--- config.mk ---
export PLATFORM = sky130hd
export DESIGN_NAME = stopwatch_core
export DESIGN_NICKNAME = d
export VERILOG_FILES = /design/src/rtl/stopwatch_pkg.sv /design/src/rtl/stopwatch_core_tick_sync.sv /design/src/rtl/stopwatch_core.sv
export SDC_FILE = /design/constraint.sdc
export NUM_CORES = 1
export LEC_CHECK = 0
export BUFFER_PORTS_ARGS = -buffer_cell sky130_fd_sc_hd__buf_2
export CAP_MARGIN = 30
export CELL_PAD_IN_SITES_DETAIL_PLACEMENT = 0
export CELL_PAD_IN_SITES_GLOBAL_PLACEMENT = 2
export CORE_ASPECT_RATIO = 1.75
export CORE_MARGIN = 1.5
export CORE_UTILIZATION = 39
export CTS_BUF_LIST = sky130_fd_sc_hd__clkbuf_2 sky130_fd_sc_hd__clkbuf_4 sky130_fd_sc_hd__clkbuf_8
export DETAILED_ROUTE_END_ITERATION = 6
export PLACE_DENSITY = 0.8
export SYNTH_ARGS = -nofsm -noshare
export SYNTH_HDL_FRONTEND = slang
export SYNTH_SLANG_ARGS = --single-unit
--- constraint.sdc ---
create_clock -name i_clk -period 2.2 [get_ports i_clk]
set_input_delay 0.33 -clock i_clk [delete_from_list [all_inputs] [get_ports i_clk]]
set_output_delay 0.33 -clock i_clk [all_outputs]
set_load 0.02 [all_outputs]
--- src/rtl/stopwatch_pkg.sv ---
// Shared types and limits for the MM:SS.cc stopwatch datapath.
package stopwatch_pkg;

  typedef logic [3:0] bcd_t;

  typedef enum logic [1:0] {
    IDLE  = 2'd0,
    RUN   = 2'd1,
    PAUSE = 2'd2,
    LAP   = 2'd3
  } state_e;

  typedef struct packed {
    bcd_t min_t;
    bcd_t min_u;
    bcd_t sec_t;
    bcd_t sec_u;
    bcd_t cs_t;
    bcd_t cs_u;
  } time_t;

  localparam bcd_t CS_MAX    = 4'd9;
  localparam bcd_t UNIT_MAX  = 4'd9;
  localparam bcd_t SEC_T_MAX = 4'd5;
  localparam bcd_t MIN_T_MAX = 4'd5;

  localparam time_t TIME_ZERO = '{4'd0, 4'd0, 4'd0, 4'd0, 4'd0, 4'd0};
  localparam time_t TIME_MAX  = '{MIN_T_MAX, UNIT_MAX, SEC_T_MAX, UNIT_MAX, CS_MAX, CS_MAX};

  // BCD increment with full ripple carry; 59:59.99 naturally wraps to zero.
  function automatic time_t time_inc(input time_t t);
    time_t r;
    r = t;
    if (t.cs_u != CS_MAX) begin
      r.cs_u = t.cs_u + 4'd1;
    end else begin
      r.cs_u = 4'd0;
      if (t.cs_t != CS_MAX) begin
        r.cs_t = t.cs_t + 4'd1;
      end else begin
        r.cs_t = 4'd0;
        if (t.sec_u != UNIT_MAX) begin
          r.sec_u = t.sec_u + 4'd1;
        end else begin
          r.sec_u = 4'd0;
          if (t.sec_t != SEC_T_MAX) begin
            r.sec_t = t.sec_t + 4'd1;
          end else begin
            r.sec_t = 4'd0;
            if (t.min_u != UNIT_MAX) begin
              r.min_u = t.min_u + 4'd1;
            end else begin
              r.min_u = 4'd0;
              if (t.min_t != MIN_T_MAX) begin
                r.min_t = t.min_t + 4'd1;
              end else begin
                r.min_t = 4'd0;
              end
            end
          end
        end
      end
    end
    return r;
  endfunction

endpackage

--- src/rtl/stopwatch_core_tick_sync.sv ---
// Synchronises an asynchronous divided clock into i_clk and emits one
// single-cycle pulse per rising edge; reusable for any divided clock.
module tick_sync_edge #(
  parameter int SYNC_STAGES = 2
) (
  input  logic i_clk,
  input  logic i_rst_n,
  input  logic i_async,
  output logic o_tick
);

  logic [SYNC_STAGES-1:0] r_sync;
  logic                   r_edge;

  // Synchroniser chain followed by the edge-history flop.
  always_ff @(posedge i_clk or negedge i_rst_n) begin
    if (!i_rst_n) begin
      r_sync <= '0;
      r_edge <= 1'b0;
    end else begin
      r_sync <= {r_sync[SYNC_STAGES-2:0], i_async};
      r_edge <= r_sync[SYNC_STAGES-1];
    end
  end

  assign o_tick = r_sync[SYNC_STAGES-1] & ~r_edge;

endmodule

--- src/rtl/stopwatch_core.sv ---
// Stopwatch timekeeping: start/stop, lap freeze and clear over a BCD
// MM:SS.cc counter advanced by synchronised 100 Hz ticks.
module stopwatch_core
  import stopwatch_pkg::*;
#(
  parameter int SYNC_STAGES = 2,
  parameter bit SATURATE    = 1'b0
) (
  input  logic       i_clk,
  input  logic       i_rst_n,
  input  logic       i_tick_in,
  input  logic       i_btn_start,
  input  logic       i_btn_lap,
  input  logic       i_btn_clear,
  output logic [3:0] o_min_t,
  output logic [3:0] o_min_u,
  output logic [3:0] o_sec_t,
  output logic [3:0] o_sec_u,
  output logic [3:0] o_cs_t,
  output logic [3:0] o_cs_u,
  output logic       o_running,
  output logic       o_lap_active,
  output logic       o_overflow
);

  state_e r_state;
  state_e w_state_nxt;
  time_t  r_cnt;
  time_t  w_cnt_nxt;
  time_t  r_snap;
  time_t  w_snap_nxt;
  time_t  w_disp;
  logic   r_ovf;
  logic   w_ovf_nxt;
  logic   w_tick;
  logic   w_count_en;

  tick_sync_edge #(.SYNC_STAGES(SYNC_STAGES)) u_tick_sync (
    .i_clk   (i_clk),
    .i_rst_n (i_rst_n),
    .i_async (i_tick_in),
    .o_tick  (w_tick)
  );

  // State, counter, snapshot and sticky overflow registers.
  always_ff @(posedge i_clk or negedge i_rst_n) begin
    if (!i_rst_n) begin
      r_state <= IDLE;
      r_cnt   <= TIME_ZERO;
      r_snap  <= TIME_ZERO;
      r_ovf   <= 1'b0;
    end else begin
      r_state <= w_state_nxt;
      r_cnt   <= w_cnt_nxt;
      r_snap  <= w_snap_nxt;
      r_ovf   <= w_ovf_nxt;
    end
  end

  // Next-state logic; start wins over lap when both arrive together.
  always_comb begin
    w_state_nxt = r_state;
    if (i_btn_clear) begin
      w_state_nxt = IDLE;
    end else begin
      case (r_state)
        IDLE:    w_state_nxt = i_btn_start ? RUN : IDLE;
        RUN:     w_state_nxt = i_btn_start ? PAUSE : (i_btn_lap ? LAP : RUN);
        LAP:     w_state_nxt = i_btn_start ? PAUSE : (i_btn_lap ? RUN : LAP);
        PAUSE:   w_state_nxt = i_btn_start ? RUN : PAUSE;
        default: w_state_nxt = IDLE;
      endcase
    end
  end

  assign w_count_en = w_tick && ((r_state == RUN) || (r_state == LAP));

  // Counter datapath; the lap snapshot captures the post-tick value.
  always_comb begin
    w_cnt_nxt  = r_cnt;
    w_snap_nxt = r_snap;
    w_ovf_nxt  = r_ovf;
    if (i_btn_clear) begin
      w_cnt_nxt  = TIME_ZERO;
      w_snap_nxt = TIME_ZERO;
      w_ovf_nxt  = 1'b0;
    end else begin
      if (w_count_en) begin
        if (r_cnt == TIME_MAX) begin
          w_ovf_nxt = 1'b1;
          w_cnt_nxt = SATURATE ? TIME_MAX : TIME_ZERO;
        end else begin
          w_cnt_nxt = time_inc(r_cnt);
        end
      end else begin
        w_cnt_nxt = r_cnt;
      end
      if ((r_state == RUN) && i_btn_lap && !i_btn_start) begin
        w_snap_nxt = w_cnt_nxt;
      end else begin
        w_snap_nxt = r_snap;
      end
    end
  end

  assign w_disp       = (r_state == LAP) ? r_snap : r_cnt;
  assign o_min_t      = w_disp.min_t;
  assign o_min_u      = w_disp.min_u;
  assign o_sec_t      = w_disp.sec_t;
  assign o_sec_u      = w_disp.sec_u;
  assign o_cs_t       = w_disp.cs_t;
  assign o_cs_u       = w_disp.cs_u;
  assign o_running    = (r_state == RUN) || (r_state == LAP);
  assign o_lap_active = (r_state == LAP);
  assign o_overflow   = r_ovf;

endmodule
==> results of run 1 <==
==> sequential cells by signal, summed over array words and instances (netlist names) <==
register            cells
u_tick_sync.r_edge      1
o_overflow              1
r_state                 2
r_cnt                  24
u_tick_sync.r_sync      2
r_snap                 24
==> report_power, final <==
| part | internal, mW | leakage, nW | switching [mW] |
|---|---|---|---|
| Combinational | 0.0503 | 0.816 | 0.0824 |
| Clock | 0.268 | 0.0517 | 0.336 |
| Sequential | 1.01 | 0.742 | 0.0141 |
==> logic make-up (layout without fill, tap and decap cells) <==
group	Yosys count	count (layout)	share of synthesized area
xor+xnor	7	7	0.0209
simple gates	106	106	0.186
compound gates	55	55	0.125
mux	30	30	0.113
flops	54	54	0.460
fa+ha+maj	12	12	0.0511
buf+inv	26	67	0.0447
==> stage by stage <==
stage                     setup slack, ps  area, sq um
after global placement                202         3260
after floorplan                       199         2940
final                                 119         3390
after detailed placement              130         3260
after global routing                 28.2         3390
after CTS                            95.8         3390
==> critical path, stage by stage (launching register included) <==
cell and delay, ps:
dfrtp_1 500, nand2_2 190, clkinvlp_4 130, buf_12 160, o21ai_0 240, buf_2 220
==> cell usage after synthesis <==
| library cell | n | area share |
|---|---|---|
| o21bai_1 | 1 | 0.0026 |
| and4_4 | 1 | 0.0038 |
| and2_4 | 1 | 0.0030 |
| nand3b_1 | 5 | 0.013 |
| and2_1 | 3 | 0.0064 |
| dfrtp_1 | 54 | 0.46 |
| o31ai_1 | 2 | 0.0051 |
| a2111oi_0 | 1 | 0.0030 |
| xor2_1 | 4 | 0.012 |
| o21ai_0 | 16 | 0.027 |
| o41ai_1 | 1 | 0.0030 |
| clkbuf_1 | 11 | 0.014 |
| nand2b_1 | 1 | 0.0021 |
| a21o_1 | 1 | 0.0026 |
| mux2i_1 | 5 | 0.017 |
| a2bb2oi_1 | 2 | 0.0060 |
| a311oi_2 | 1 | 0.0051 |
| buf_6 | 4 | 0.015 |
| and3_1 | 2 | 0.0043 |
| a21boi_0 | 1 | 0.0026 |
| ha_1 | 12 | 0.051 |
| xnor2_1 | 3 | 0.0089 |
| a21oi_1 | 14 | 0.024 |
| and4b_1 | 1 | 0.0034 |
| or3_4 | 1 | 0.0038 |
| mux2_2 | 25 | 0.096 |
| or3_1 | 4 | 0.0085 |
| nand2_1 | 20 | 0.026 |
| a31oi_1 | 2 | 0.0043 |
| nor2_1 | 37 | 0.047 |
| a31o_2 | 1 | 0.0030 |
| and3b_1 | 7 | 0.021 |
| nor4_1 | 1 | 0.0021 |
| nor3b_1 | 4 | 0.010 |
| nor2b_1 | 2 | 0.0043 |
| buf_4 | 1 | 0.0026 |
| nand4_1 | 2 | 0.0043 |
| a31oi_4 | 1 | 0.0072 |
| nand3_1 | 6 | 0.010 |
| nor3_1 | 8 | 0.014 |
| inv_1 | 8 | 0.010 |
| buf_1 | 2 | 0.0026 |
| a211oi_1 | 8 | 0.020 |
| a311oi_1 | 3 | 0.0089 |
==> per-layer routing <==
layer,vias to the layer above,part of all wire
met5,-,0
met4,0,0.011
met3,5,0.019
met2,28,0.55
met1,1069,0.42
li1,1099,-
==> repair_timing <==
item | 4_1_cts | 5_1_grt
hold buffers | 1 | 0
resized for setup | 2 | 2
endpoints found under the setup margin | 4 | 4
buffers inserted | 1 | 0
endpoints found under the hold margin | 20 | 0
==> final timing paths <==
check / start / to / slack (ps) / depth (start not counted)
max: r_state[0]$_DFF_PN0_ / o_cs_t[1] / 120 / 5
min: i_tick_in / u_tick_sync.r_sync[0]$_DFF_PN0_ / 110 / 1
max reg2reg: r_cnt[9]$_DFF_PN0_ / r_snap[19]$_DFFE_PN0P_ / 170 / 7
min reg2reg: u_tick_sync.r_sync[0]$_DFF_PN0_ / u_tick_sync.r_sync[1]$_DFF_PN0_ / 360 / 0
max in group asynchronous: i_rst_n / r_snap[9]$_DFFE_PN0P_ / 1110 / 3
min in group asynchronous: i_rst_n / r_cnt[8]$_DFF_PN0_ / 520 / 2
==> final cells by class <==
cell class | count | area (sq um)
fill | 695 | 3840
inverter | 8 | 33.8
multi-input combinational | 210 | 1460
clock buffer | 7 | 90.1
clock inverter | 1 | 5.00
tap | 86 | 108
sequential | 54 | 1350
timing repair buffer | 51 | 343
==> run_results.csv, run 1 <==
group,metric,value,unit
clock_tree,clkSlewWorstSetupHoldPaths,100,ps
die,start_util,0.407,
sta,holdWs,115,ps
layout,post-route-util,0.469,
clock_tree,cts_made_buffers,5,
placed_design,post-dp-hpwl,5.01,mm
sta,finalSetupTns,0,ps
logic_synthesis,synth.avg_cell_area,10.1,sq um
sta,layout_worst_path_cycle_share,0.946,
clock_tree,clkSinkCount,54,
logic_synthesis,ys_types,44,
sta,hold_viol_final,0,
layout,final_cell_mix,"dfrtp_1, nor2_1, buf_2",
hold_path,min_path_type,"in2reg",
sta,fin_crit,2080,ps
routing,drtAntennaViolNets,0,
setup_path,cp-start-kind,"flop",
global_route,gr-total-overflow,0,
layout,final_common_cell,"dfrtp_1",
die,fp.dieW,68.6,microns
sta,slew_headroom,0.638,
clock_tree,clock_path_buffers,2,
global_route,first_global_vias,2213,
clock_tree,insertion_delay,320,ps
routing,drc_errors,0,
die,core_area,7230,sq um
setup_path,cp.required,1870,ps
global_route,grt_max_degree,35,
sta,skew,8.02,ps
sta,worst_slew_pin_slew,543,ps
global_route,use_met1,0.219,
routing,vias,2201,
global_route,grt_pass1_wl,11.0,mm
global_route,busiest_layer,"met2",
logic_synthesis,seq_area_frac_synth,0.460,
power_and_ir_drop,worst_ir_drop_vdd,0.000378,V
logic_synthesis,synth_cells,290,
routing,dr.pass1.iters,4,
die,die_area,8090,sq um
logic_synthesis,syn_nets,308,
setup_path,critPathArrivalTime,1750,ps
global_route,antenna_found_initial,0,
logic_synthesis,synth-seq-cells,54,
placed_design,portBuffers,32,
run,cap_violations,0,
die,ioPinCount,33,
power_and_ir_drop,power_density,518,nW/um^2
layout,fin_nets,348,
die,num_rows,41,
clock_tree,htreeDepth,2,
sta,finalMaxSlewViolations,0,
logic_synthesis,yosysWarnings,0,
placed_design,post-place-cells,407,
layout,antenna_cells,0,
setup_path,crit_path_end_kind,"primary output",
outcome,outcome,"completed",
layout,stdcell_count,417,
routing,via_per_inst,5.28,
setup_path,path_max_fanout,13,
clock_tree,cts_tree,"built",
global_route,use_met3,0.0315,
global_route,grt_use_total,0.182,
sta,finalSetupViolations,0,
sta,fmax,0.480,GHz
logic_synthesis,syn_area,2940,sq um
routing,drt-initial-drc-count,141,
routing,drt-total-wl,6.85,mm
routing,wl_per_cell,16.4,microns
clock_tree,cts_root_buffer,"clkbuf_8",
layout,layout-drive-gt1-share,0.278,
global_route,grt.met2_usage,0.313,
power_and_ir_drop,leakage,1.61,nW
placed_design,routabilityCongestion,0.791,
sta,rsz0062_at_grt,"false",
layout,area_growth_syn_to_layout,15.4,%
setup_path,crit_type,"reg2out",
power_and_ir_drop,total_power,1.76,mW
die,die_h,118,microns
Note: power is estimated with default switching activity, not from simulation.
==> run 2: changes to the inputs <==
Settings changed: CORE_UTILIZATION 39 to 42, PLACE_DENSITY 0.8 to 0.85.
Clock period 2.2 ns to 2.7 ns, I/O delays scaled along.
==> run 2 against run 1 <==
  * Sequential share of layout area rose by 0.89 points
  * Sequential cell count is the same
  * Combinational power fell by 25%
  * Wire length decreased by 3.1%
  * Sequential power fell by 18%
  * First-iteration DRC count shrank 22%
  * Register-to-register slack improved by 410 ps
  * Largest cell class unchanged
==> run_results.csv, run 2 (same netlist as run 1, synthesis figures left out) <==
group,metric,value,unit
power_and_ir_drop,p_seq_frac,0.520,
power_and_ir_drop,p_comb_frac,0.062,
routing,drtAntennaViolNets,0,
global_route,grt_max_degree,55,
sta,fin_crit,2120,ps
clock_tree,postCtsSetupBuffers,0,
global_route,gr-total-overflow,0,
global_route,antenna_found_initial,0,
die,num_rows,40,
sta,slew_headroom,0.638,
sta,fmax,0.473,GHz
routing,dr.pass1.iters,4,
placed_design,place_area,3180,sq um
setup_path,cp-start-kind,"flop",
setup_path,cp.required,2970,ps
power_and_ir_drop,power_frac_clock,0.418,
clock_tree,htreeDepth,2,
routing,via_per_inst,5.43,
clock_tree,cts_tree,"built",
die,core_area,6810,sq um
global_route,grt_pass1_wl,11.0,mm
placed_design,portBuffers,32,
routing,drt-total-wl,6.64,mm
global_route,first_global_vias,2211,
clock_tree,cts_hold_buf,0,
clock_tree,cts_root_buffer,"clkbuf_8",
sta,layout_worst_path_cycle_share,0.783,
power_and_ir_drop,netSwitchingPower,0.350,mW
setup_path,crit_path_end_kind,"flop",
layout,n_fill_cell,681,
layout,fin_nets,337,
power_and_ir_drop,worst_ir_drop_vdd,0.000314,V
sta,worst_slew_pin_slew,543,ps
power_and_ir_drop,leakage,1.58,nW
layout,multi_input_area,1460,sq um
clock_tree,clkSinkCount,54,
placed_design,post-dp-hpwl,4.72,mm
die,ioPinCount,33,
clock_tree,clkSlewWorstSetupHoldPaths,100,ps
clock_tree,insertion_delay,320,ps
clock_tree,cts_made_buffers,5,
setup_path,path_max_fanout,7,
sta,hold_viol_final,0,
die,die_area,7530,sq um
routing,wl_per_cell,16.4,microns
sta,rsz0062_at_grt,"false",
setup_path,cpPeakStageDelay,430,ps
run,cap_violations,0,
power_and_ir_drop,swShare,0.218,
die,die_h,114,microns
sta,finalSetupTns,0,ps
clock_tree,post_cts_resized,0,
layout,area_growth_syn_to_layout,12.9,%
global_route,grt_use_total,0.194,
sta,finalMaxSlewViolations,0,
routing,vias,2194,
clock_tree,clock_path_buffers,2,
setup_path,crit_type,"reg2reg",
layout,regArea,1350,sq um
die,start_util,0.432,
setup_path,cp_cell_sequence,"inv_1 -> ha_1 -> and3b_1 -> nand4_1 -> or3_1 -> a21oi_1 -> mux2_2",
power_and_ir_drop,internal_power,1.25,mW
layout,final_common_cell,"dfrtp_1",
sta,skew,11.4,ps
routing,drc_errors,0,
hold_path,min_path_type,"in2async",
outcome,outcome,"completed",
die,fp.dieW,66.3,microns
setup_path,slowest_stage,"or3_1",
setup_path,critPathArrivalTime,2380,ps
sta,finalSetupViolations,0,
power_and_ir_drop,power_density,483,nW/um^2
layout,antenna_cells,0,
routing,drt-initial-drc-count,110,
layout,layout-drive-gt1-share,0.247,
layout,final_cell_mix,"dfrtp_1, nor2_1, buf_2",
placed_design,routabilityCongestion,0.752,
layout,reg_top3,"r_cnt (24), r_snap (24)",
layout,stdcell_area,3320,sq um
## run 2: power by group through the flow
stage	combinational [mW]	sequential [mW]	clock, mW
floorplan	0.0652	0.844	0
global placement	0.101	0.849	0
detailed placement	0.103	0.849	0
CTS	0.103	0.833	0.693
global route	0.113	0.835	0.709
finish	0.100	0.833	0.669
## run 2: stage by stage
| stage | std cells | total power [mW] | hold slack, ps | worst slack [ps] | utilization |
|---|---|---|---|---|---|
| finish | 404 | 1.60 | 69.3 | 585 | 0.488 |
| global route | 404 | 1.66 | 80.7 | 407 | 0.488 |
| CTS | 404 | 1.63 | 73.3 | 568 | 0.488 |
| detailed placement | 396 | 0.952 | 352 | 643 | 0.467 |
| global placement | 396 | 0.950 | 346 | 631 | 0.467 |
| floorplan | 290 | 0.909 | 109 | 663 | - |
## run 2: final timing paths
path,slack (ps),from,depth (start not counted),to
max,580,r_cnt[5]$_DFF_PN0_,7,r_snap[13]$_DFFE_PN0P_
min,70,i_rst_n,2,r_cnt[19]$_DFF_PN0_
max reg2reg,580,r_cnt[5]$_DFF_PN0_,7,r_snap[13]$_DFFE_PN0P_
min reg2reg,370,u_tick_sync.r_sync[0]$_DFF_PN0_,0,u_tick_sync.r_sync[1]$_DFF_PN0_
max in group asynchronous,2380,i_rst_n,2,r_cnt[6]$_DFF_PN0_
min in group i_clk,190,i_tick_in,1,u_tick_sync.r_sync[0]$_DFF_PN0_
## run 2: worst max-delay path, delay by kind of cell, from the launching register on
| kind | cells | cell delay, ps |
|---|---|---|
| AO/OA/AOI/OAI | 1 | 200 |
| multiplexers | 1 | 170 |
| adder cells (fa/ha/maj) | 1 | 170 |
| buffers and inverters | 1 | 100 |
| AND/OR/NAND/NOR | 3 | 1010 |
| flip-flops | 1 | 420 |
## run 2: final cells by class
class | instances | area share
Clock inverter | 2 | 0.0181
Timing Repair Buffer | 40 | 0.0701
Sequential cell | 54 | 0.407
Multi-Input combinational cell | 210 | 0.439
Tap cell | 84 | 0.0317
Clock buffer | 6 | 0.0249
Inverter | 8 | 0.00905
## run 2: per-layer routing
metal,part of all wire,vias up,global-route usage
met5,0,-,0
met4,0.023,0,0.0816
met3,0.020,10,0.0296
met2,0.55,31,0.355
met1,0.41,1073,0.216
li1,-,1080,-
==> run 3: changes to the inputs <==
Settings changed: ABC_AREA from default to 1, CORE_UTILIZATION 42 to 36, PLACE_DENSITY 0.85 to 0.8.
Clock period 2.7 ns to 2.02 ns, I/O delays scaled along.
==> run 3 against run 2 <==
  * Cell count grew 39%
  * Critical path depth fell by 1
  * Via count is 24% higher
  * Synthesized area up 6.0%
  * Total power is 34% higher
  * Synthesized cell count up 39%
  * Highest routed layer unchanged
==> run_results.csv, run 3 <==
group,metric,value,unit
outcome,outcome,"completed",
logic_synthesis,syn_area,3120,sq um
sta,fin_crit,1850,ps
layout,reg_top3,"r_cnt (24), r_snap (24)",
routing,drc_errors,0,
die,ioPinCount,33,
global_route,grt_pass1_wl,13.6,mm
die,num_rows,44,
global_route,first_global_vias,2807,
routing,drt-total-wl,8.07,mm
setup_path,crit_type,"reg2out",
setup_path,cp-start-kind,"flop",
run,cap_violations,0,
clock_tree,clkSinkCount,54,
power_and_ir_drop,power_density,589,nW/um^2
placed_design,routabilityCongestion,0.833,
logic_synthesis,synth_common_cells,"nand2_1, dfrtp_1, inv_1, o21ai_0, nand3_1",
logic_synthesis,seq_area_frac_synth,0.433,
clock_tree,clkSlewWorstSetupHoldPaths,100,ps
global_route,grt_max_degree,32,
die,start_util,0.373,
routing,via_per_inst,4.86,
sta,hold_viol_final,0,
clock_tree,cts_made_buffers,5,
logic_synthesis,synth_top_area_frac,0.433,
sta,rsz0062_at_grt,"false",
layout,antenna_cells,0,
placed_design,portBuffers,32,
routing,drtAntennaViolNets,0,
setup_path,reg2reg_to,"r_cnt[3]$_DFF_PN0_",
logic_synthesis,yosysWarnings,0,
clock_tree,clock_path_buffers,2,
sta,worst_slew_pin_slew,537,ps
global_route,antenna_found_initial,0,
sta,slew_headroom,0.642,
die,die_h,126,microns
sta,finalSetupTns,0,ps
setup_path,r2r_start,"r_cnt[9]$_DFF_PN0_",
logic_synthesis,synth-seq-cells,54,
logic_synthesis,synth_cells,403,
logic_synthesis,yosysMostFrequentCell,"nand2_1",
sta,skew,9.22,ps
layout,layout-drive-gt1-share,0.171,
logic_synthesis,synth-edff-count,0,
hold_path,min_path_type,"in2reg",
hold_path,min_to,"u_tick_sync.r_sync[0]$_DFF_PN0_",
global_route,grt_use_total,0.193,
sta,layout_worst_path_cycle_share,0.915,
layout,post-route-util,0.436,
routing,drt-initial-drc-count,125,
layout,fin_nets,462,
routing,wl_per_cell,14.4,microns
sta,fmax,0.541,GHz
logic_synthesis,synth-main-ff-cell,"dfrtp_1",
routing,vias,2723,
layout,final_cell_mix,"nand2_1, dfrtp_1, inv_1",
hold_path,holdPathStages,1,
setup_path,critPathArrivalTime,1550,ps
placed_design,post-dp-hpwl,6.06,mm
logic_synthesis,yosysTopAreaCell,"dfrtp_1",
sta,finalSetupViolations,0,
layout,n_fill_cell,930,
die,die_area,9250,sq um
setup_path,path_max_fanout,31,
die,fp.dieW,73.4,microns
setup_path,reg2regPathDepth,8,
layout,final_common_cell,"nand2_1",
setup_path,crit_path_end_kind,"primary output",
logic_synthesis,synth.avg_cell_area,7.74,sq um
routing,dr.pass1.iters,5,
setup_path,cp.required,1720,ps
clock_tree,cts_root_buffer,"clkbuf_8",
die,core_area,8370,sq um
clock_tree,cts_tree,"built",
power_and_ir_drop,leakage,1.87,nW
hold_path,hold_path.startpoint,"i_tick_in",
layout,area_growth_syn_to_layout,16.9,%
global_route,gr-total-overflow,0,
clock_tree,htreeDepth,2,
logic_synthesis,ys_types,31,
logic_synthesis,syn_nets,421,
sta,finalMaxSlewViolations,0,
setup_path,r2r_setup_slack,220,ps
power_and_ir_drop,worst_ir_drop_vdd,0.000392,V
logic_synthesis,synth_area_leaders,"dfrtp_1, nand2_1, o21ai_0",
clock_tree,insertion_delay,320,ps
logic_synthesis,synth-async-reset-ratio,1.00,
## run 3: cell types whose count changed after synthesis, moves of 7 or more
cell     change
nand3_1     +29
o21ai_0     +34
a21oi_1      -8
inv_1       +44
nand2_1     +89
nor2_1      -21
and3b_1      -7
mux2_2      -25
nand4_1      +8
## run 3: through the flow
step / total power [mW] / hold WS, ps / area (sq um) / setup WS (ps) / instances
final: 2.15 / 87.0 / 3640 / 171 / 560
after detailed placement: 1.26 / 337 / 3430 / 98.0 / 546
after floorplan: 1.20 / 7.41 / 3120 / 160 / 403
after global placement: 1.26 / 345 / 3430 / 124 / 546
after CTS: 2.18 / 70.5 / 3590 / 46.4 / 555
after global routing: 2.23 / 67.3 / 3640 / 21.4 / 560
## run 3: repair_timing
| action | 4_1_cts | 5_1_grt |
|---|---|---|
| hold endpoints to repair | 40 | 0 |
| pin swaps | 0 | 2 |
| setup endpoints to repair | 4 | 17 |
| buffers inserted | 0 | 5 |
| resized for setup | 1 | 2 |
| hold buffers | 1 | 0 |
## run 3: logic make-up (layout without fill, tap and decap cells)
| family | after synthesis | after routing | synth area share |
|---|---|---|---|
| AOI/OAI and AO/OA | 68 | 68 | 0.115 |
| xor gates and xnor gates | 2 | 2 | 0.00562 |
| adders and majority gates | 12 | 12 | 0.0482 |
| buffers and inverters | 68 | 110 | 0.0911 |
| DFF | 54 | 54 | 0.433 |
| and+or+nand+nor | 199 | 199 | 0.307 |
## run 3: critical path: stages, from the launching register on
cell     delay (ps)
dfrtp_2         480
nand2_1          90
inv_1            70
buf_6           210
nand2_1          90
o21ai_0          90
buf_2           200
## run 3: routing by layer
metal,part of all wire,global-route usage,vias up
met1,0.41,0.219,1273
met2,0.55,0.360,54
met5,0,0,-
met4,0.015,0.0588,0
met3,0.029,0.0288,8
li1,-,-,1388
## run 3: how the worst max path moves through the flow
stage / startpoint / end / slack (ps) / depth (start not counted)
floorplan: r_state[0]$_DFF_PN0_ / o_min_t[0] / 160 / 5
global placement: r_state[0]$_DFF_PN0_ / r_snap[10]$_DFFE_PN0P_ / 120 / 9
detailed placement: r_cnt[9]$_DFF_PN0_ / r_cnt[3]$_DFF_PN0_ / 100 / 8
CTS: r_state[0]$_DFF_PN0_ / o_cs_u[3] / 50 / 6
global route: r_state[0]$_DFF_PN0_ / o_cs_u[3] / 20 / 6
finish: r_state[0]$_DFF_PN0_ / o_cs_u[3] / 170 / 6
## run 3: layout make-up
cell class	instances	area, sq um	share of cell area
Multi-Input combinational cell	281	1490	0.408
Sequential cell	54	1350	0.371
Timing Repair Buffer	49	319	0.0875
Inverter	53	199	0.0546
Tap cell	115	144	0.0395
Clock buffer	6	82.6	0.0227
Clock inverter	2	60.1	0.0165
## run 3: where the power goes
group / internal, mW / leakage [nW] / switching [mW]
sequential: 1.09 / 0.744 / 0.0138
combinational: 0.0362 / 1.05 / 0.0980
clock: 0.529 / 0.0714 / 0.378
total: 1.66 / 1.87 / 0.490
